==> src/rtl/crc32_frame_arb.sv <==
// Frame arbiter sharing one byte-serial reflected CRC-32 engine between two requesters.
// Optional residue check on the result is built when CRC32_CHECK_EN is defined.
//
// state | meaning
// IDLE  | no owner; arbitrate between requesters, load CRC seed on grant
// RUN   | owner streams bytes, CRC advances per handshake
// DONE  | result presented, held until consumed
module crc32_frame_arb #(
  parameter logic [31:0] INIT   = 32'hFFFF_FFFF,
  parameter logic [31:0] XOROUT = 32'hFFFF_FFFF
) (
  input  logic        clk,
  input  logic        rst_n,
  input  logic        req0_valid,
  input  logic [7:0]  req0_data,
  input  logic        req0_last,
  output logic        req0_ready,
  input  logic        req1_valid,
  input  logic [7:0]  req1_data,
  input  logic        req1_last,
  output logic        req1_ready,
  output logic        res_valid,
  output logic [31:0] res_crc,
  output logic        res_id,
  input  logic        res_ready,
  output logic        busy
`ifdef CRC32_CHECK_EN
  ,
  output logic        res_ok
`endif
);

  localparam logic [31:0] POLY    = 32'hEDB8_8320;
  localparam logic [31:0] RESIDUE = 32'hDEBB_20E3;

  typedef enum logic [1:0] {
    IDLE = 2'd0,
    RUN  = 2'd1,
    DONE = 2'd2
  } state_t;

  state_t      state_q, state_d;
  logic [31:0] crc_q, crc_d;
  logic        owner_q, owner_d;
  logic        last_id_q, last_id_d;
  logic [31:0] res_crc_q, res_crc_d;
  logic        res_id_q, res_id_d;
  logic        ready0_q, ready0_d;
  logic        ready1_q, ready1_d;
`ifdef CRC32_CHECK_EN
  logic        res_ok_q, res_ok_d;
`endif

  logic        own_valid;
  logic        own_ready;
  logic        own_last;
  logic [7:0]  own_data;
  logic        grant;
  logic [31:0] crc_next;

  function automatic logic [31:0] crc_byte(input logic [31:0] c, input logic [7:0] d);
    logic [31:0] r;
    r = c ^ {24'b0, d};
    for (int i = 0; i < 8; i++) begin
      r = r[0] ? ((r >> 1) ^ POLY) : (r >> 1);
    end
    return r;
  endfunction

  assign own_valid = owner_q ? req1_valid : req0_valid;
  assign own_ready = owner_q ? ready1_q   : ready0_q;
  assign own_last  = owner_q ? req1_last  : req0_last;
  assign own_data  = owner_q ? req1_data  : req0_data;
  assign crc_next  = crc_byte(crc_q, own_data);

  always_comb begin
    state_d   = state_q;
    crc_d     = crc_q;
    owner_d   = owner_q;
    last_id_d = last_id_q;
    res_crc_d = res_crc_q;
    res_id_d  = res_id_q;
    ready0_d  = ready0_q;
    ready1_d  = ready1_q;
`ifdef CRC32_CHECK_EN
    res_ok_d  = res_ok_q;
`endif
    // On a tie the requester not served last wins.
    grant = (req0_valid && req1_valid) ? ~last_id_q : req1_valid;

    case (state_q)
      IDLE: begin
        if (req0_valid || req1_valid) begin
          owner_d  = grant;
          crc_d    = INIT;
          ready0_d = ~grant;
          ready1_d = grant;
          state_d  = RUN;
        end
      end
      RUN: begin
        if (own_valid && own_ready) begin
          crc_d = crc_next;
          if (own_last) begin
            res_crc_d = crc_next ^ XOROUT;
            res_id_d  = owner_q;
            last_id_d = owner_q;
            ready0_d  = 1'b0;
            ready1_d  = 1'b0;
`ifdef CRC32_CHECK_EN
            res_ok_d  = (crc_next == RESIDUE);
`endif
            state_d   = DONE;
          end
        end
      end
      DONE: begin
        if (res_ready) begin
          state_d = IDLE;
        end
      end
      default: begin
        state_d  = IDLE;
        ready0_d = 1'b0;
        ready1_d = 1'b0;
      end
    endcase
  end

  always_ff @(posedge clk) begin
    if (!rst_n) begin
      state_q   <= IDLE;
      crc_q     <= INIT;
      owner_q   <= 1'b0;
      last_id_q <= 1'b1;
      res_crc_q <= 32'h0;
      res_id_q  <= 1'b0;
      ready0_q  <= 1'b0;
      ready1_q  <= 1'b0;
`ifdef CRC32_CHECK_EN
      res_ok_q  <= 1'b0;
`endif
    end else begin
      state_q   <= state_d;
      crc_q     <= crc_d;
      owner_q   <= owner_d;
      last_id_q <= last_id_d;
      res_crc_q <= res_crc_d;
      res_id_q  <= res_id_d;
      ready0_q  <= ready0_d;
      ready1_q  <= ready1_d;
`ifdef CRC32_CHECK_EN
      res_ok_q  <= res_ok_d;
`endif
    end
  end

  assign req0_ready = ready0_q;
  assign req1_ready = ready1_q;
  assign res_valid  = (state_q == DONE);
  assign res_crc    = res_crc_q;
  assign res_id     = res_id_q;
  assign busy       = (state_q != IDLE);
`ifdef CRC32_CHECK_EN
  assign res_ok     = res_ok_q;
`endif

endmodule

==> config.mk <==
export PLATFORM = sky130hd
export DESIGN_NAME = crc32_frame_arb
export DESIGN_NICKNAME = d
export VERILOG_FILES = /design/src/rtl/crc32_frame_arb.sv
export SDC_FILE = /design/constraint.sdc
export NUM_CORES = 1
export LEC_CHECK = 0
export ABC_AREA = 0
export CORE_ASPECT_RATIO = 0.75
export CORE_MARGIN = 1
export CORE_UTILIZATION = 57
export DETAILED_ROUTE_END_ITERATION = 8
export HOLD_SLACK_MARGIN = 0.12
export PLACE_DENSITY = 0.95
export RECOVER_POWER = 50
export REMOVE_ABC_BUFFERS = 1
export SKIP_CTS_REPAIR_TIMING = 1
export SYNTH_ARGS = -nofsm -noshare
export SYNTH_HDL_FRONTEND = slang
export SYNTH_SLANG_ARGS = --single-unit
==> constraint.sdc <==
create_clock -name clk -period 6.4 [get_ports clk]
set_clock_uncertainty 0.2 [all_clocks]
set_input_delay 1.28 -clock clk [delete_from_list [all_inputs] [get_ports clk]]
set_output_delay 1.28 -clock clk [all_outputs]
set_load 0.05 [all_outputs]
==> results of run 1 <==
[final cells by class]
cell class / count / area, um2
clock buffer: 12 / 135
fill: 439 / 1600
timing repair buffer: 61 / 601
clock inverter: 4 / 70.1
multi-input combinational: 280 / 1960
sequential: 71 / 1420
tap: 78 / 97.6
inverter: 1 / 3.75
[worst max-delay path, cell delays in order]
cell,delay [ps]
dlygate4sd3_1,580
mux2i_4,80
xnor2_1,880
xnor2_1,460
xor2_1,380
xor2_1,240
nor2_1,60
o21ai_0,220
[state kept, by name, indices dropped and copies added (netlist names)]
signal and count:
req0_ready 1, last_id_q 1, state_q 2, crc_q 32
res_id 1, res_crc 32, req1_ready 1, owner_q 1
[final timing paths]
check,startpoint,end,slack (ps)
worst max-delay path,req1_data[0],crc_q[4],2280
worst min register to register,res_crc[11],res_crc[11],270
worst min-delay path,res_crc[11],res_crc[11],270
worst max register to register,owner_q,crc_q[26],2820
[through the flow]
step           hold WS, ps  total power (W)  setup WS, ps
6_report               270          0.00112          2280
5_1_grt                293          0.00117          2080
4_1_cts                277          0.00113          2470
3_5_place_dp           268         0.000758          2120
3_3_place_gp           258         0.000752          2290
2_1_floorplan          252         0.000685          2710
[cells in the final DEF (no fill, tap or decap), types with 2 or more instances in the layout]
master and count:
and2_1 5, mux2i_2 2, bufinv_16 2, o21ai_0 25, nor2_1 12, clkbuf_1 3
a21oi_1 9, mux2i_1 5, clkbuf_8 9, a21boi_0 15, xor2_2 3, nand3_1 9
xnor2_4 4, dlygate4sd3_1 39, clkinv_2 2, nand2_1 74, xor2_1 29, clkdlybuf4s50_1 19
nor2b_1 4, o211a_1 11, buf_4 2, nor3_1 10, mux2i_4 2, nand2b_1 5
o22ai_1 14, xnor2_2 2, dfxtp_1 71, xnor2_1 29
[report_power, final]
part | switching [W] | total, W | internal, W
logic | 0.000166 | 0.000283 | 0.000118
clock network | 0.000158 | 0.000377 | 0.000219
registers | 0.0000103 | 0.000463 | 0.000453
total | 0.000334 | 0.00112 | 0.000789
[cell families after synthesis]
kind of cell	after synthesis	synth area share
buffers and inverters	23	0.0319
AND/OR/NAND/NOR	122	0.148
flip-flops	71	0.402
XOR/XNOR	71	0.238
multiplexers	9	0.0347
AO/OA/AOI/OAI	78	0.145
[routing by layer]
layer / vias up / track usage / wire length (um)
li1: 1355 / - / -
met1: 1287 / 0.339 / 3440
met2: 101 / 0.400 / 3590
met3: 13 / 0.0556 / 496
met4: 0 / 0.113 / 155
met5: - / 0 / 0
==> impl_table.tex, run 1 <==
\begin{tabular}{lr}
\hline
Metric & Value \\
\hline
\multicolumn{2}{l}{\textbf{Synthesis}} \\
\quad Area of the mapped netlist & 3530 um2 \\
\quad Area contributors post-synth & dfxtp\_1 (40\%), nand2\_1 (7.9\%), xor2\_1 (6.9\%) \\
\quad Number of instances in the synthesized netlist & $\sim$370 \\
\quad Yosys synthesis warning count & 0 \\
\quad Post-synthesis register bit count & 71 \\
\quad Synth Area per Inst & $\sim$9.4 um2 \\
\quad Count of cell types in the netlist & 36 \\
\quad Synth async-reset ratio & 0 \\
\quad Cell type contributing the most total cell area after synthesis & dfxtp\_1 \\
\quad Most instantiated flip-flop cell in the synthesis netlist & dfxtp\_1 \\
\quad Fraction of synthesized cell area taken by the top area cell type & 0.402 \\
\quad Sequential-to-total area share from yosys stat & 0.402 \\
\quad Synth cell count leaders & nand2\_1 (74), dfxtp\_1 (71), xor2\_1 (28) \\
\quad Library cell with the highest instance count after synthesis & nand2\_1 \\
\quad Number of flops mapped to enable cells by yosys & 0 \\
\multicolumn{2}{l}{\textbf{Placement}} \\
\quad Number of port buffers & $\sim$60 \\
\quad GPL Wtd Cong & around 0.8 \\
\quad Hpwl dp & between 5000 and 6000 um \\
\quad Total cell area at the placement stage & 4120 um2 \\
\quad Total placed cells including tap cells & a little under 500 \\
\multicolumn{2}{l}{\textbf{Worst hold path}} \\
\quad Hold crit path type & register to register \\
\quad Number of instances on the worst hold path & 2 \\
\multicolumn{2}{l}{\textbf{Run}} \\
\quad Maxcap violations & 0 \\
\multicolumn{2}{l}{\textbf{Power and ir drop}} \\
\quad Power per standard cell area & between 200 and 300 nW/um2 \\
\quad Worst vdd rail ir drop & 0.180 mV \\
\quad Leakage component of the power & about 1.7 nW \\
\multicolumn{2}{l}{\textbf{Global routing}} \\
\quad Initial antenna violation count & 0 \\
\quad First-pass GRT wire length & 12800 um \\
\quad Vias in the first global route & between 2000 and 3000 \\
\quad Global route total overflow & 0 \\
\quad Global router's overall resource usage & 0.255 \\
\quad Largest net degree at the start of global routing & 72 \\
\multicolumn{2}{l}{\textbf{Die}} \\
\quad Initial standard-cell utilization of the core & 0.600 \\
\quad Total Die Area & 6520 um2 \\
\quad Site row count & 24 \\
\quad Area of the core & $\sim$5900 um2 \\
\quad Chip height & $\sim$70 um \\
\quad Die Wd & approximately 93 um \\
\quad Number of top-level pins & 60 \\
\multicolumn{2}{l}{\textbf{Cells and area}} \\
\quad Area Growth Syn to Fin & 21.4\% \\
\quad Antenna diode instance count & 0 \\
\quad Utilization of the core after routing & 0.728 \\
\quad Finished Layout Cells & a little over 500 \\
\quad Share of final-layout standard cells stronger than drive strength 1 & 0.0746 \\
\quad Post-route cell area & $\sim$4300 um2 \\
\quad Nets & $\sim$450 \\
\multicolumn{2}{l}{\textbf{STA}} \\
\quad Max-slew violations & 0 \\
\quad Sum Neg Setup Slack & 0 ps \\
\quad Final cycle utilization of the critical path & 0.644 \\
\quad Number of hold violations in the final report & 0 \\
\quad Final critical-path required period & between 4000 and 5000 ps \\
\quad Setup-failing EPs final & 0 \\
\quad Setup repair after global routing missed its margin & false \\
\quad Slew HR & 0.233 \\
\quad Worst-Margin Slew & 1140 ps \\
\quad Max Freq & around 240 MHz \\
\multicolumn{2}{l}{\textbf{Detailed routing}} \\
\quad Routed Antenna Nets & 0 \\
\quad Routed WL per cell & roughly 15 um \\
\quad Detailed Routing Iterations Pass 1 & 5 \\
\quad Initial detailed-routing violation count & 224 \\
\quad DRC errors left & 0 \\
\quad Vias per std cell & 5.44 \\
\quad Wire length reported by the detailed router & 7690 um \\
\quad Count of vias placed by the detailed router & about 2800 \\
\multicolumn{2}{l}{\textbf{CTS}} \\
\quad CTS Buffer Depth & 2 \\
\quad Later-pin clock latency in the skew report & $\sim$350 ps \\
\quad TritonCTS buffer count & 9 \\
\quad CTS tree & done \\
\quad Number of H-tree levels & 3 \\
\quad Clock Root Buffer & clkbuf\_8 \\
\quad Clock Sink Count & 71 \\
\quad Clock input transition at the sequential cells of the worst setup and hold paths & 70 ps \\
\multicolumn{2}{l}{\textbf{Setup path}} \\
\quad Worst Reg-to-Reg Cells & 7 \\
\quad CP endpoint kind & register \\
\quad Data arrival at the endpoint of the critical path & about 4200 ps \\
\quad Worst path required time & roughly 6500 ps \\
\quad Critical Setup Path Class & primary input to register \\
\quad Worst setup SP type & primary input \\
\quad Worst-path maximum fanout & 7 \\
\multicolumn{2}{l}{\textbf{Status}} \\
\quad Outcome & completed \\
\hline
\end{tabular}
Power figures use the tool's default switching activity.
==> run 2: changes to the inputs <==
Settings changed: CORE_UTILIZATION 57 to 53, PLACE_DENSITY 0.95 to 0.9.
Clock period 6.4 ns to 4.2 ns, I/O delays scaled along.
==> impl_table.tex, run 2 (same netlist as run 1, synthesis figures left out) <==
\begin{tabular}{lr}
\hline
Metric & Value \\
\hline
\multicolumn{2}{l}{\textbf{Detailed routing}} \\
\quad Routed Antenna Nets & 0 \\
\quad Routed WL per cell & roughly 15 um \\
\quad Initial detailed-routing violation count & roughly 150 \\
\quad Detailed Routing Iterations Pass 1 & 4 \\
\quad Count of vias placed by the detailed router & between 2000 and 3000 \\
\quad DRC errors left & 0 \\
\quad Wire length reported by the detailed router & just under 8000 um \\
\quad Vias per std cell & about 5.5 \\
\multicolumn{2}{l}{\textbf{Power and ir drop}} \\
\quad Proportion of total power due to net switching & 0.312 \\
\quad Power per standard cell area & a little under 400 nW/um2 \\
\quad Part of the total power dissipated in combinational logic & 0.263 \\
\quad Switching power of the nets & 0.000520 W \\
\quad Worst vdd rail ir drop & about 0.31 mV \\
\quad Sequential power share & 0.424 \\
\quad Clk network pwr share & 0.312 \\
\quad Leakage component of the power & 1.76 nW \\
\quad Internal power & between 0.001 and 0.0015 W \\
\multicolumn{2}{l}{\textbf{CTS}} \\
\quad Clock input transition at the sequential cells of the worst setup and hold paths & 70 ps \\
\quad Clock Root Buffer & clkbuf\_8 \\
\quad Number of H-tree levels & 3 \\
\quad TritonCTS buffer count & 9 \\
\quad Later-pin clock latency in the skew report & roughly 350 ps \\
\quad Clock Sink Count & 71 \\
\quad CTS tree & done \\
\quad CTS Buffer Depth & 2 \\
\multicolumn{2}{l}{\textbf{Die}} \\
\quad Total Die Area & between 6000 and 7000 um2 \\
\quad Number of top-level pins & 60 \\
\quad Area of the core & 6380 um2 \\
\quad Chip height & roughly 73 um \\
\quad Die Wd & between 90 and 100 um \\
\quad Site row count & 25 \\
\quad Initial standard-cell utilization of the core & 0.554 \\
\multicolumn{2}{l}{\textbf{Cells and area}} \\
\quad Nets & $\sim$450 \\
\quad Area Growth Syn to Fin & 22.5\% \\
\quad Post-route cell area & between 4000 and 5000 um2 \\
\quad Antenna diode instance count & 0 \\
\quad Highest-count cells in the layout ignoring fill and taps & nand2\_1 (74), dfxtp\_1 (71), dlygate4sd3\_1 (38) \\
\quad Most common library cell in the layout ignoring fill and taps & nand2\_1 \\
\quad Share of final-layout standard cells stronger than drive strength 1 & 0.0924 \\
\multicolumn{2}{l}{\textbf{Placement}} \\
\quad Number of port buffers & a little under 60 \\
\quad Total cell area at the placement stage & $\sim$4200 um2 \\
\quad Hpwl dp & 5560 um \\
\quad GPL Wtd Cong & between 0.8 and 0.9 \\
\multicolumn{2}{l}{\textbf{Setup path}} \\
\quad Slowest-stage cell, CP & clkbuf\_1 \\
\quad Kind of cell adding the most delay to the critical path & buffers and inverters \\
\quad Worst Reg-to-Reg Cells & 7 \\
\quad Critical Setup Path Class & primary input to register \\
\quad Worst setup SP type & primary input \\
\quad Critical R2R Capture & crc\_q[19] \\
\quad Worst path required time & roughly 4200 ps \\
\quad Startpoint of the worst register-to-register path & owner\_q \\
\quad Number of buffers and inverters on the critical path & 3 \\
\quad Worst path cell trace & dlygate4sd3\_1 > nand3b\_1 > nand2\_1 > nand2\_1 > buf\_4 > nand2\_1 > clkbuf\_1 > nand3\_1 > o21ai\_0 > nand2\_1 \\
\quad Critical Path Max Stage Delay & 870 ps \\
\quad Cell occurring most often along the worst timing path & nand2\_1 \\
\quad CP endpoint kind & register \\
\quad Data arrival at the endpoint of the critical path & approximately 3400 ps \\
\quad Worst-case register-to-register setup slack & slightly above 800 ps \\
\quad Worst-path maximum fanout & 26 \\
\multicolumn{2}{l}{\textbf{STA}} \\
\quad Sum Neg Setup Slack & 0 ps \\
\quad Setup-failing EPs final & 0 \\
\quad Max Freq & 295 MHz \\
\quad Number of hold violations in the final report & 0 \\
\quad Setup repair after global routing missed its margin & false \\
\quad Final critical-path required period & approximately 3400 ps \\
\quad Worst-Margin Slew & 1190 ps \\
\quad Final cycle utilization of the critical path & 0.806 \\
\quad Slew HR & 0.204 \\
\quad Max-slew violations & 0 \\
\multicolumn{2}{l}{\textbf{Worst hold path}} \\
\quad Hold crit path type & register to register \\
\quad Worst hold path endpoint & res\_crc[17] \\
\quad Number of instances on the worst hold path & 2 \\
\quad Startpoint of the worst hold path & res\_crc[17] \\
\multicolumn{2}{l}{\textbf{Run}} \\
\quad Maxcap violations & 0 \\
\multicolumn{2}{l}{\textbf{Global routing}} \\
\quad First-pass GRT wire length & about 13000 um \\
\quad Initial antenna violation count & 0 \\
\quad Vias in the first global route & between 2000 and 3000 \\
\quad Global route total overflow & 0 \\
\quad Global router's overall resource usage & 0.248 \\
\quad Largest net degree at the start of global routing & 72 \\
\multicolumn{2}{l}{\textbf{Status}} \\
\quad Outcome & completed \\
\hline
\end{tabular}
[run 2: how the worst max path moves through the flow]
| stage | startpoint | end | slack, ps | cells past startpoint |
|---|---|---|---|---|
| after floorplan | req1_valid | res_id | 950 | 6 |
| after global placement | req1_data[7] | crc_q[26] | 840 | 8 |
| after detailed placement | req1_data[7] | crc_q[26] | 790 | 8 |
| after CTS | owner_q | crc_q[20] | 960 | 7 |
| after global routing | owner_q | crc_q[19] | 580 | 7 |
| final | req0_valid | crc_q[14] | 820 | 10 |
[run 2: final cells by class]
cell class | instances | area (um2)
Clock inverter | 7 | 63.8
Timing Repair Buffer | 65 | 623
Tap cell | 81 | 101
Fill cell | 530 | 2050
Inverter | 1 | 3.75
Multi-Input combinational cell | 280 | 1990
Sequential cell | 71 | 1420
Clock buffer | 9 | 124
[run 2: power groups by stage]
| stage | clock, W | combinational [W] | sequential, W |
|---|---|---|---|
| final | 0.000519 | 0.000439 | 0.000706 |
| after global routing | 0.000561 | 0.000472 | 0.000709 |
| after CTS | 0.000529 | 0.000444 | 0.000707 |
| after detailed placement | 0 | 0.000440 | 0.000722 |
| after global placement | 0 | 0.000432 | 0.000721 |
| after floorplan | 0 | 0.000303 | 0.000741 |
[run 2: per-stage QoR]
stage	hold slack [ps]	worst slack [ps]	power, W	instances	util
after global routing	290	583	0.00174	514	0.678
after detailed placement	263	786	0.00116	498	0.652
after floorplan	252	948	0.00104	352	-
after CTS	273	960	0.00168	514	0.681
final	263	815	0.00166	514	0.678
after global placement	262	840	0.00115	498	0.652
[run 2: tightest hold or removal path: stages (launching register included)]
cell,delay [ps]
dfxtp_1,310
nand2_1,40
a21boi_0,60
[run 2: per-layer routing]
layer	share of wire	wire length, um	vias to the layer above	global-route usage
li1	-	-	1360	-
met1	0.41	3250	1324	0.315
met2	0.49	3820	115	0.410
met3	0.084	656	11	0.0750
met4	0.015	114	0	0.0663
met5	0	0	-	0
==> run 3: changes to the inputs <==
Settings changed: CORE_UTILIZATION 53 to 48, PLACE_DENSITY 0.9 to 0.86.
Clock period 4.2 ns to 3.1 ns, I/O delays scaled along.
==> impl_table.tex, run 3 (same netlist as run 1, synthesis figures left out) <==
\begin{tabular}{lr}
\hline
Metric & Value \\
\hline
\multicolumn{2}{l}{\textbf{Status}} \\
\quad Outcome & completed \\
\multicolumn{2}{l}{\textbf{Cells and area}} \\
\quad Finished Layout Cells & 543 \\
\quad Nets & 464 \\
\quad Post-route cell area & about 4400 um2 \\
\quad Antenna diode instance count & 0 \\
\quad Share of final-layout standard cells stronger than drive strength 1 & 0.112 \\
\quad Area Growth Syn to Fin & 25.2\% \\
\quad Most common library cell in the layout ignoring fill and taps & nand2\_1 \\
\quad Utilization of the core after routing & 0.635 \\
\quad Highest-count cells in the layout ignoring fill and taps & nand2\_1 (74), dfxtp\_1 (71), dlygate4sd3\_1 (36) \\
\multicolumn{2}{l}{\textbf{Setup path}} \\
\quad Critical Path Max Stage Delay & 500 ps \\
\quad Worst-case register-to-register setup slack & around 530 ps \\
\quad Critical Setup Path Class & primary input to register \\
\quad Worst path required time & 3140 ps \\
\quad Slowest-stage cell, CP & xor2\_1 \\
\quad Cell occurring most often along the worst timing path & xor2\_1 \\
\quad Worst setup SP type & primary input \\
\quad Data arrival at the endpoint of the critical path & 2760 ps \\
\quad Worst path cell trace & clkdlybuf4s50\_1 > mux2i\_4 > xor2\_1 > xnor2\_2 > xor2\_1 > xor2\_1 > nand2\_1 > o211a\_1 \\
\quad CP endpoint kind & register \\
\quad Worst-path maximum fanout & 4 \\
\multicolumn{2}{l}{\textbf{Global routing}} \\
\quad Vias in the first global route & around 2800 \\
\quad Largest net degree at the start of global routing & 47 \\
\quad GR met1 Demand/Resource & 0.291 \\
\quad Initial antenna violation count & 0 \\
\quad Met2 layer usage reported by global route & 0.348 \\
\quad Global router's overall resource usage & 0.222 \\
\quad Global route total overflow & 0 \\
\quad Busiest metal layer after global routing & met2 \\
\quad Met3 layer usage reported by global route & 0.0734 \\
\quad First-pass GRT wire length & 13200 um \\
\multicolumn{2}{l}{\textbf{CTS}} \\
\quad CTS Buffer Depth & 2 \\
\quad TritonCTS buffer count & 9 \\
\quad Later-pin clock latency in the skew report & approximately 350 ps \\
\quad Clock Root Buffer & clkbuf\_8 \\
\quad Number of H-tree levels & 3 \\
\quad Clock Sink Count & 71 \\
\quad Clock input transition at the sequential cells of the worst setup and hold paths & 80 ps \\
\quad CTS tree & done \\
\multicolumn{2}{l}{\textbf{Die}} \\
\quad Number of top-level pins & 60 \\
\quad Initial standard-cell utilization of the core & 0.507 \\
\quad Die Wd & 101 um \\
\quad Total Die Area & 7710 um2 \\
\quad Area of the core & roughly 7000 um2 \\
\quad Chip height & 76.3 um \\
\quad Site row count & 26 \\
\multicolumn{2}{l}{\textbf{Placement}} \\
\quad Number of port buffers & 59 \\
\quad Total cell area at the placement stage & roughly 4300 um2 \\
\quad Hpwl dp & around 5600 um \\
\quad Total placed cells including tap cells & around 530 \\
\quad GPL Wtd Cong & between 0.9 and 1 \\
\quad Worst setup slack after placement & 60.9 ps \\
\multicolumn{2}{l}{\textbf{Detailed routing}} \\
\quad Detailed Routing Iterations Pass 1 & 4 \\
\quad Count of vias placed by the detailed router & around 2800 \\
\quad Vias per std cell & around 5.1 \\
\quad Wire length reported by the detailed router & between 7000 and 8000 um \\
\quad Routed WL per cell & $\sim$15 um \\
\quad Initial detailed-routing violation count & $\sim$140 \\
\quad DRC errors left & 0 \\
\quad Routed Antenna Nets & 0 \\
\multicolumn{2}{l}{\textbf{STA}} \\
\quad Max-slew violations & 0 \\
\quad Final critical-path required period & 2720 ps \\
\quad Setup repair after global routing missed its margin & false \\
\quad Sum Neg Setup Slack & 0 ps \\
\quad Final critical-path setup slack & 381 ps \\
\quad Final cycle utilization of the critical path & 0.877 \\
\quad Slew HR & 0.561 \\
\quad Worst-Margin Slew & $\sim$660 ps \\
\quad Setup-failing EPs final & 0 \\
\quad Number of hold violations in the final report & 0 \\
\quad Max Freq & around 370 MHz \\
\multicolumn{2}{l}{\textbf{Run}} \\
\quad Maxcap violations & 0 \\
\multicolumn{2}{l}{\textbf{Power and ir drop}} \\
\quad Worst vdd rail ir drop & 0.277 mV \\
\quad Leakage component of the power & between 1.5 and 2 nW \\
\quad Power per standard cell area & 496 nW/um2 \\
\multicolumn{2}{l}{\textbf{Worst hold path}} \\
\quad Hold crit path type & register to register \\
\hline
\end{tabular}
## run 3: critical path: cells and delay by family
| kind | cells | cell delay, ps |
|---|---|---|
| xor+xnor | 4 | 1300 |
| simple gates | 1 | 90 |
| buf+inv | 1 | 450 |
| compound gates | 1 | 140 |
| mux | 1 | 160 |
## run 3: per-stage QoR
step	total power [W]	hold slack [ps]
final	0.00219	259
after global routing	0.00230	287
after CTS	0.00222	266
after detailed placement	0.00160	257
after global placement	0.00158	252
after floorplan	0.00141	252
## run 3: where the power goes
part	total (W)	internal (W)	switching (W)
sequential	0.000951	0.000935	0.0000163
combinational	0.000628	0.000274	0.000354
clock	0.000615	0.000283	0.000332
total	0.00219	0.00149	0.000703
## run 3: final cells by class
cell class	count	area (um2)
Clock buffer	11	131
Clock inverter	4	23.8
Fill cell	599	2540
Inverter	1	3.75
Multi-Input combinational cell	280	1990
Sequential cell	71	1420
Tap cell	98	123
Timing Repair Buffer	78	728
## run 3: path summary, 6_finish.rpt
kind	from	end	cells after the start
worst min-delay path	res_crc[14]	res_crc[14]	2
worst max-delay path	req0_data[6]	res_crc[4]	8
worst min register to register	res_crc[14]	res_crc[14]	2
worst max register to register	owner_q	crc_q[19]	8
## run 3: metal layers
layer | routed length [um] | part of all wire | vias to the layer above
met4 | 74 | 0.0093 | 0
met5 | 0 | 0 | -
li1 | - | - | 1392
met3 | 578 | 0.073 | 8
met2 | 3700 | 0.46 | 95
met1 | 3610 | 0.45 | 1281
==> RTL change 1 (settings of run 2) <==
Make the reset (`rst_n`) asynchronous in one clocked block.
--- a/src/rtl/crc32_frame_arb.sv
+++ b/src/rtl/crc32_frame_arb.sv
@@ -127,7 +127,7 @@
     endcase
   end
 
-  always_ff @(posedge clk) begin
+  always_ff @(posedge clk or negedge rst_n) begin
     if (!rst_n) begin
       state_q   <= IDLE;
       crc_q     <= INIT;
Check against the original RTL: differs if rst_n is asserted again (counterexample within 4 cycles, from zero or initial values and one cycle with rst_n low); with rst_n held inactive, the same outputs for 4 cycles.
==> RTL change 1 against run 2 <==
The flow now finishes with violations (max-capacitance violations, max-slew violations); cell area grew 8.1%; fmax shrank 0.87%; setup slack lost 0.030 ns; sequential share of layout area grew 6.0 points; routed wire length shrank 4.6%; synthesized area grew 7.7%; sequential cell count is the same; critical endpoint is now res_crc[1]; largest cell class unchanged.
Power is not shown: default switching activity piles up to over one toggle a cycle in this logic, so the estimate is an artifact.
==> RTL change 1: results (changes against run 2) <==
* Reg-to-reg critical path startpoint: owner_q (unchanged)
* Leading cell types by total area after synthesis: sky130_fd_sc_hd__dfrtp_1 (25%), sky130_fd_sc_hd__dfstp_2 (23%), sky130_fd_sc_hd__xnor3_1 (6.5%) (was sky130_fd_sc_hd__dfxtp_1 (40%), sky130_fd_sc_hd__nand2_1 (7.9%), sky130_fd_sc_hd__xor2_1 (6.9%))
* Overall global routing resource usage at 0.230 (was 0.248)
* Gate count after technology mapping at 291 (was 374)
* Dpl cells at 435 (was 498)
* Max Cap Violations at 1 (was 0)
* Post-synthesis share of cell area spent on xor and xnor gates at 0.261 (was 0.238)
* Hold Startpoint: res_crc[7] (was res_crc[17])
* Fraction of final layout cells sized beyond drive strength 1 at 0.244 (was 0.0924)
* Path depth of the worst reg2reg path at 6 (was 7)
* Via density at 5.37 (was 5.47)
* Final design area excluding fillers at 0.00468 mm^2 (was 0.00433 mm^2)
* Count of final max-slew check failures at 36 (was 0)
* Worst R2R Setup Slack at 1.23 ns (was 0.82 ns)
* Maximum number of pins on one net before global-route repair at 38 (was 72)
* First-pass GRT wire length at 12800 um (was 12900 um)
* Initial DRC count at 118 (was 147)
* Placed cell area at 0.00446 mm^2 (was 0.00416 mm^2)
* Measured slew at the worst slew-check pin at 1.82 ns (was 1.19 ns)
* Capture point of the worst reg-to-reg path: res_crc[1] (was crc_q[19])
* Status: complete, but fails checks (was finished clean)
* Failing checks: max-capacitance violations, max-slew violations
* Via count of the first global-routing pass at 2563 (was 2763)
* Arrival time at the worst endpoint at 3.42 ns (was 3.37 ns)
* Final weighted congestion in routability-driven placement at 0.847 (was 0.846)
* Hpwl dp at 5200 um (was 5560 um)
* Total Wirelength at 7480 um (was 7830 um)
* Net count of the finished layout at 371 (was 451)
* Commonest cells in the netlist: sky130_fd_sc_hd__dfrtp_1 (38), sky130_fd_sc_hd__dfstp_2 (33), sky130_fd_sc_hd__xnor2_1 (28) (was sky130_fd_sc_hd__nand2_1 (74), sky130_fd_sc_hd__dfxtp_1 (71), sky130_fd_sc_hd__xor2_1 (28))
-- RTL change 1: changes by cell type in the layout (fill, tap and decap cells not counted), sizes merged, moves of 10 or more --
cell	run 2	this run
xor2	33	13
o22a	0	24
xnor3	2	12
dfxtp	71	0
nand2	74	25
o22ai	14	1
o211a	11	0
dlygate4sd3	38	16
a21boi	15	0
dfstp	0	33
clkdlybuf4s50	20	42
dfrtp	0	38
-- RTL change 1: cell families after synthesis --
logic type,count (synthesis)
compound gates,67
mux,18
flops,71
buf+inv,21
simple gates,48
xor+xnor,66
-- RTL change 1: layer usage --
layer / up-vias / part of all wire / track usage
met2: 70 / 0.49 / 0.385
met4: 0 / 0.0099 / 0.0621
li1: 1123 / - / -
met3: 10 / 0.043 / 0.0642
met5: - / 0 / 0
met1: 1218 / 0.46 / 0.303
-- RTL change 1: critical path: stages --
cell and delay, ns:
sky130_fd_sc_hd__dlygate4sd3_1 0.59, sky130_fd_sc_hd__and3b_2 0.21, sky130_fd_sc_hd__a31oi_1 0.32, sky130_fd_sc_hd__or3_1 0.86, sky130_fd_sc_hd__buf_4 0.42, sky130_fd_sc_hd__o21ai_0 0.17
-- RTL change 1: worst max-delay path by stage --
stage / end / slack [ns]
after floorplan: res_crc[18] / 1.16
after global placement: res_crc[15] / 0.71
after detailed placement: res_crc[1] / 0.54
after CTS: res_crc[1] / 0.93
after global routing: res_crc[9] / 0.59
final: res_crc[1] / 0.79
-- RTL change 1: area by class of cell --
type | instances | area share
Tap cell | 98 | 0.0262
Clock inverter | 5 | 0.0174
Sequential cell | 71 | 0.389
Timing Repair Buffer | 63 | 0.131
Inverter | 4 | 0.00321
Multi-Input combinational cell | 199 | 0.403
Clock buffer | 11 | 0.0302
==> RTL change 2 (flow settings as in run 2) <==
Without the edit above. Change the parameter `XOROUT` from 32'hFFFF_FFFF to 32'hBFFFFFFF.
--- a/src/rtl/crc32_frame_arb.sv
+++ b/src/rtl/crc32_frame_arb.sv
@@ -7,7 +7,7 @@
 // DONE  | result presented, held until consumed
 module crc32_frame_arb #(
   parameter logic [31:0] INIT   = 32'hFFFF_FFFF,
-  parameter logic [31:0] XOROUT = 32'hFFFF_FFFF
+  parameter logic [31:0] XOROUT = 32'hBFFFFFFF
 ) (
   input  logic        clk,
   input  logic        rst_n,
Function: changed (Yosys sat finds a counterexample within 4 cycles, from zero or initial values and one cycle with rst_n low).
==> RTL change 2 against run 2 <==
The run now ends with design-rule violations left; non-clock buffer count shrank 2; register-to-register slack improved by 0.11 ns; routed wire length grew 0.91%; setup slack better by 0.070 ns; sequential cell count unchanged; cell area is 3.0% higher; count of clock-buffer cells in the layout grew 4; synthesized area increased by 3.0%; fmax up 2.1%; core utilization up 1.0 points.
Power is not compared: it rests on default switching activity, and its combinational part moved more than twofold at a synthesized area within 25%.
==> RTL change 2: results (changes against run 2) <==
* First-pass detailed-route iteration total at 9 (was 4)
* Count of different cell masters after synthesis at 40 (was 36)
* Worst R2R Setup Slack at 0.93 ns (was 0.82 ns)
* First-pass GRT wire length at 13100 um (was 12900 um)
* WL met1 at 3730 um (was 3250 um)
* Placed cell area at 0.00428 mm^2 (was 0.00416 mm^2)
* Final non-filler cell total at 491 (was 514)
* Dpl cells at 475 (was 498)
* Via count of the first global-routing pass at 2590 (was 2763)
* DRC violation count after routing at 5 (was 0)
* Maximum number of pins on one net before global-route repair at 32 (was 72)
* Largest stage delay on the critical path at 0.81 ns (was 0.87 ns)
* Ant. Diodes at 0 (unchanged)
* Leading cell types by total area after synthesis: sky130_fd_sc_hd__dfxtp_1 (39%), sky130_fd_sc_hd__xnor3_1 (9.9%), sky130_fd_sc_hd__xnor2_1 (6.5%) (was sky130_fd_sc_hd__dfxtp_1 (40%), sky130_fd_sc_hd__nand2_1 (7.9%), sky130_fd_sc_hd__xor2_1 (6.9%))
* GRT overflow at 0 (unchanged)
* Worst setup path startpoint: req1_valid (was req0_valid)
* Critical path's slowest cell: sky130_fd_sc_hd__or3_1 (was sky130_fd_sc_hd__clkbuf_1)
* Worst rel slew slack at 0.403 (was 0.204)
* Maximum fanout along the worst path at 26 (unchanged)
* Fin crit period at 3.31 ns (was 3.38 ns)
* Arrival time at the worst endpoint at 3.39 ns (was 3.37 ns)
* Overall global routing resource usage at 0.240 (was 0.248)
* Met3 routed WL at 458 um (was 656 um)
* Average wire per standard cell at 16.1 um (was 15.2 um)
* Fraction of final layout cells sized beyond drive strength 1 at 0.0878 (was 0.0924)
* Path depth of the worst reg2reg path at 5 (was 7)
* Met2 layer wire length in the routed design at 3620 um (was 3820 um)
* Final weighted congestion in routability-driven placement at 0.873 (was 0.846)
* Hpwl dp at 5620 um (was 5560 um)
* Status: complete, but fails checks (was finished clean)
* Via density at 5.47 (about the same)
* Failing checks: design-rule violations
* Timing endpoint of the critical path: res_crc[3] (was crc_q[14])
[RTL change 2: cell count changes in the layout (fill, tap and decap cells not counted), sizes merged, moves of 10 or more]
cell and change:
xnor3 +14, xor2 -21, nor2 +11, a21oi +12, nor2b +14, nor3 -10, o22a +11, o211a -10
nand2 -40
[RTL change 2: worst min path at each step]
stage / startpoint / end / slack [ns]
2_1_floorplan: crc_q[30] / crc_q[30] / 0.25
5_1_grt: res_crc[8] / res_crc[8] / 0.29
4_1_cts: res_crc[8] / res_crc[8] / 0.27
3_5_place_dp: res_crc[8] / res_crc[8] / 0.26
3_3_place_gp: res_crc[8] / res_crc[8] / 0.25
6_report: res_crc[8] / res_crc[8] / 0.26
[RTL change 2: area by class of cell]
| cell class | instances | area [um^2] |
|---|---|---|
| multi-input cells | 257 | 2100 |
| fillers | 482 | 2020 |
| flip-flops and latches | 71 | 1420 |
| repair buffers | 63 | 617 |
| clock buffers | 13 | 179 |
| well taps | 81 | 101 |
| clock inverters | 3 | 22.5 |
| inverters | 3 | 11.3 |
[RTL change 2: logic make-up after synthesis]
family | synth area share
compound gates | 0.154
xor+xnor | 0.276
buf+inv | 0.0247
flops | 0.391
mux | 0.0357
simple gates | 0.119
[RTL change 2: report_power, final]
group,internal (mW),switching (mW)
registers,0.752,0.0645
clock network,0.282,0.263
logic,0.554,0.606
total,1.59,0.934
[RTL change 2: per-layer routing]
metal,up-vias,global-route usage
met4,0,0.0690
met3,12,0.0676
met5,-,0
met2,80,0.377
met1,1287,0.328
li1,1308,-
[RTL change 2: critical path, delay by kind of cell]
family | cells | cell delay (ns)
AO/OA/AOI/OAI | 3 | 1.05
AND/OR/NAND/NOR | 2 | 1.01
buffers and inverters | 1 | 0.48
